$ cat src/rtl/avmm_pio_master.sv
// Avalon-MM master that periodically writes an 8-bit LED pattern to a PIO slave register.
// Optional macro PIO_MASTER_READBACK_EN adds a read-back/compare stage with sticky error tracking.
module avmm_pio_master #(
  parameter int unsigned INTERVAL = 50000000,
  parameter int unsigned CNT_W    = 26,
  parameter logic [1:0]  PIO_ADDR = 2'b00
) (
  input  logic        clk,
  input  logic        reset_n,
  input  logic        enable,
  input  logic        mode,
  input  logic        clear_err,
  output logic [1:0]  m_address,
  output logic        m_write,
  output logic [31:0] m_writedata,
  output logic        m_read,
  input  logic [31:0] m_readdata,
  input  logic        m_waitrequest,
  output logic [7:0]  pattern,
  output logic        busy,
  output logic        error,
  output logic [7:0]  err_count
);

`ifdef PIO_MASTER_READBACK_EN
  typedef enum logic [1:0] {IDLE, WRITE, READ, WAIT} state_t;
`else
  typedef enum logic [1:0] {IDLE, WRITE, WAIT} state_t;
`endif

  localparam logic [CNT_W-1:0] LOAD = CNT_W'(INTERVAL - 1);

  state_t           state, state_n;
  logic [CNT_W-1:0] cnt, cnt_n;
  logic [7:0]       pattern_n;
  logic             mode_q, mode_n;

  function automatic logic [7:0] advance(input logic [7:0] p, input logic walk);
    return walk ? {p[6:0], p[7]} : p + 8'd1;
  endfunction

`ifdef PIO_MASTER_READBACK_EN
  logic rd_accept;
`endif

  always_comb begin
    state_n   = state;
    cnt_n     = cnt;
    pattern_n = pattern;
    mode_n    = mode_q;
`ifdef PIO_MASTER_READBACK_EN
    rd_accept = 1'b0;
`endif
    case (state)
      IDLE: begin
        if (enable) begin
          mode_n    = mode;
          pattern_n = mode ? 8'h01 : 8'h00;
          state_n   = WRITE;
        end
      end
      WRITE: begin
        if (!m_waitrequest) begin
`ifdef PIO_MASTER_READBACK_EN
          state_n   = READ;
`else
          state_n   = WAIT;
          cnt_n     = LOAD;
          pattern_n = advance(pattern, mode_q);
`endif
        end
      end
`ifdef PIO_MASTER_READBACK_EN
      READ: begin
        if (!m_waitrequest) begin
          rd_accept = 1'b1;
          state_n   = WAIT;
          cnt_n     = LOAD;
          pattern_n = advance(pattern, mode_q);
        end
      end
`endif
      WAIT: begin
        if (cnt != '0) begin
          cnt_n = cnt - 1'b1;
        end else if (enable) begin
          state_n = WRITE;
        end else begin
          state_n = IDLE;
        end
      end
      default: state_n = IDLE;
    endcase
  end

  // Request strobes and busy are registered from the next state so they align with it.
  always_ff @(posedge clk or negedge reset_n) begin
    if (!reset_n) begin
      state       <= IDLE;
      cnt         <= '0;
      mode_q      <= 1'b0;
      pattern     <= '0;
      m_writedata <= '0;
      m_write     <= 1'b0;
      busy        <= 1'b0;
    end else begin
      state       <= state_n;
      cnt         <= cnt_n;
      mode_q      <= mode_n;
      pattern     <= pattern_n;
      m_writedata <= {24'd0, pattern_n};
      m_write     <= (state_n == WRITE);
      busy        <= (state_n != IDLE);
    end
  end

  assign m_address = PIO_ADDR;

`ifdef PIO_MASTER_READBACK_EN
  logic [23:0] unused_readdata;
  assign unused_readdata = m_readdata[31:8];

  always_ff @(posedge clk or negedge reset_n) begin
    if (!reset_n) begin
      m_read <= 1'b0;
    end else begin
      m_read <= (state_n == READ);
    end
  end

  // clear_err takes priority over a mismatch landing in the same cycle.
  always_ff @(posedge clk or negedge reset_n) begin
    if (!reset_n) begin
      error     <= 1'b0;
      err_count <= '0;
    end else if (clear_err) begin
      error     <= 1'b0;
      err_count <= '0;
    end else if (rd_accept && (m_readdata[7:0] != pattern)) begin
      error <= 1'b1;
      if (err_count != 8'hFF) begin
        err_count <= err_count + 8'd1;
      end
    end
  end
`else
  logic unused_inputs;
  assign unused_inputs = ^{clear_err, m_readdata};
  assign m_read        = 1'b0;
  assign error         = 1'b0;
  assign err_count     = '0;
`endif

endmodule

$ cat config.mk
export PLATFORM = sky130hd
export DESIGN_NAME = avmm_pio_master
export DESIGN_NICKNAME = d
export VERILOG_FILES = /design/src/rtl/avmm_pio_master.sv
export SDC_FILE = /design/constraint.sdc
export NUM_CORES = 1
export LEC_CHECK = 0
export BUFFER_PORTS_ARGS = -buffer_cell sky130_fd_sc_hd__buf_2
export CAP_MARGIN = 40
export CORE_MARGIN = 3
export CORE_UTILIZATION = 53
export CTS_CLUSTER_SIZE = 28
export DETAILED_ROUTE_END_ITERATION = 6
export PLACE_DENSITY = 0.85
export SETUP_SLACK_MARGIN = 0.1
export SYNTH_ARGS = -nofsm -noshare
export SYNTH_HDL_FRONTEND = slang
export SYNTH_SLANG_ARGS = --single-unit
$ cat constraint.sdc
create_clock -name clk -period 6.8 [get_ports clk]
set_input_delay 0.34 -clock clk [delete_from_list [all_inputs] [get_ports clk]]
set_output_delay 0.34 -clock clk [all_outputs]
set_load 0.01 [all_outputs]
==> metrics.cfg <==
[floorplan]
start_util_pct=56.0
die_y_um=74.3
die_area_mm2=0.00552
die_w_um=74.3
core_area_mm2=0.00441
ios=92
core.rowCount=24

[clock_tree]
cts_setup_buffers=0
cts.sinks=39
clk_pin_slew_ps=80
cts_made_buffers=5
clk_latency_ps=300
cts_tree=built
clockBufferDepth=2
cts_hold_buffers=0
cts-root-buf=clkbuf_8
cts-resized-gates=0
htree_levels=2

[final_layout]
synthToLayoutAreaGrowth_pct=4.05
layout-drive-gt1-share_pct=16.3
final_common_cell=dfrtp_1
final_nets=322
final_area_mm2=0.00257
multi_input_area_mm2=0.00124
nFillCells=384
insertedDiodeCount=0
final_cell_mix=39 x dfrtp_1, 36 x conb_1, 22 x buf_2
seqCellArea_um2=976

[power_and_ir_drop]
clkPwrFrac_pct=30.8
sw_frac_of_total_pct=35.1
power_frac_comb_pct=26.1
p_per_area_mw_per_mm2=291
pwr-share-seq_pct=43.1
power.net_switching_uw=263
vdd_drop_max_mv=0.118
p_leak_uw=0.00105
intPower_uw=485

[worst_setup_path]
start_kind=register
crit_family=simple AND/OR/NAND/NOR gates
cp_cell_sequence=nor4_1 > nand4_1 > o31ai_2 > nor3_1 > or3b_1
path_class=reg2reg
r2r_end=cnt[21]
ff2ff_setup_slack_ps=4320
cp-end-kind=register
rr_worst_depth=5
critPathBufInv=0
worstPathMaxFanout=7
rr_startpoint=cnt[13]
cp_slowest_cell=nor4_1
cp.required_ps=6970
cpPeakStageDelay_ps=560
crit_arrival_ps=2660

[logic_synthesis]
yosysUniqueCellTypes=55
ys_ff_latch=39
synth_edf_count=0
yosys.area.top_type=dfrtp_1
synthCells=270
syn_area_mm2=0.00247
synth_ff_type=dfrtp_1
synth_area_leaders=dfrtp_1 40%, buf_4 13%, o21ai_0 3.9%, nand2_1 2.9%, nor2_1 2.9%
async_reset_ff_share_pct=100
post_synth.cell_area_avg_um2=9.15
synth_top_area_share_pct=39.5
yosysSeqAreaShare_pct=39.5
yosysWarningCount=0

[timing]
hold_violations=0
fmax_ghz=0.403
post-route-period-util_pct=36.5
finalSetupViolCount=0
slew_headroom_pct=62.1
finalSetupTns_ps=0
worst_pin_slew_ps=564
slew_viol_final=0
rsz0062_at_grt=false
finClkSkew_ps=8.12
post-route-min-period_ps=2480

[place]
io_buffers=22
hpwl_um=3490
postPlaceCellArea_mm2=0.00244
place_congestion=0.848

[detailed_routing]
wl_per_cell_um=14.6
via_count=1905
drc_errors=0
routed_via_density=5.70
drtIter0Drc=117
ant_nets=0
first_pass_iters=4
finalWirelength_um=4860

[grt]
grt_pass1_wl_um=7980
grtUsageTotal_pct=18.7
antenna_found_initial=0
grt_max_degree=24
grt_overflow=0
grt_pass1_vias=1685

[hold_path]
hp-class=in2async

[status]
status=completed

[job]
drv_cap=0

==> cell families (layout without fill, tap and decap cells) <==
family / count (synthesis) / count (layout) / share of synthesized area (%)
simple gates: 97 / 97 / 22.1
mux: 6 / 6 / 2.48
xor+xnor: 8 / 8 / 2.84
flops: 39 / 39 / 39.5
fa+ha+maj: 3 / 3 / 1.52
other cells: 1 / 36 / 0.152
compound gates: 59 / 59 / 16.0
buf+inv: 57 / 34 / 15.5
==> power by group through the flow <==
| stage | sequential [uW] | combinational (uW) | clock [uW] |
|---|---|---|---|
| global route | 332 | 221 | 242 |
| floorplan | 309 | 173 | 0 |
| global placement | 322 | 184 | 0 |
| finish | 323 | 195 | 230 |
| detailed placement | 326 | 195 | 0 |
| CTS | 323 | 195 | 234 |
==> state kept, by name, summed over array words and instances, names as in the netlist <==
register     count
busy             1
m_write          1
cnt             26
state            2
m_writedata      8
mode_q           1
==> cell type report <==
| type | instances | area share (%) |
|---|---|---|
| flip-flops and latches | 39 | 38.0 |
| inverters | 2 | 0.292 |
| clock buffers | 6 | 2.82 |
| repair buffers | 24 | 5.65 |
| multi-input cells | 209 | 48.4 |
| well taps | 52 | 2.53 |
| clock inverters | 2 | 2.34 |
==> stage by stage <==
step / hold slack [ps] / worst slack [ps] / utilization, % / power, uW / std cells
finish: 4.25 / 4320 / 58.2 / 748 / 334
global route: 27.2 / 4110 / 58.2 / 795 / 334
CTS: 16.2 / 4320 / 58.2 / 752 / 334
detailed placement: 342 / 4350 / 55.2 / 521 / 326
global placement: 479 / 4390 / 54.4 / 505 / 324
floorplan: 44.4 / 4660 / - / 483 / 305
==> routing by layer <==
metal  share of wire, %  routed length [um]  track usage, %  vias to the layer above
met5                  0                   0               0                        -
li1                   -                   -               -                      927
met2                 48                2330            28.6                       65
met4                2.2                 105            7.31                        0
met1                 44                2130            24.6                      904
met3                6.1                 299            5.95                        9
==> synthesized netlist by cell type (3+ instances only) <==
library cell / instances
a21oi_1: 9
a31oi_1: 4
buf_4: 44
clkbuf_1: 9
dfrtp_1: 39
ha_1: 3
mux2i_1: 5
nand2_1: 19
nand2b_1: 4
nand3_1: 9
nand4_1: 3
nor2_1: 19
nor3_1: 10
nor4_1: 10
o211ai_1: 5
o21ai_0: 19
o31ai_1: 3
or3_1: 3
or4_1: 3
xnor2_1: 4
xor2_1: 4
==> worst max-delay path by stage <==
stage | cells after the start | start | slack [ps] | to
after floorplan | 7 | cnt[0] | 4660 | cnt[14]
after global placement | 5 | cnt[19] | 4390 | cnt[21]
after detailed placement | 5 | cnt[13] | 4350 | cnt[21]
after CTS | 5 | cnt[19] | 4320 | cnt[21]
after global routing | 5 | cnt[19] | 4110 | cnt[21]
final | 5 | cnt[13] | 4320 | cnt[21]
Power figures use the tool's default switching activity.
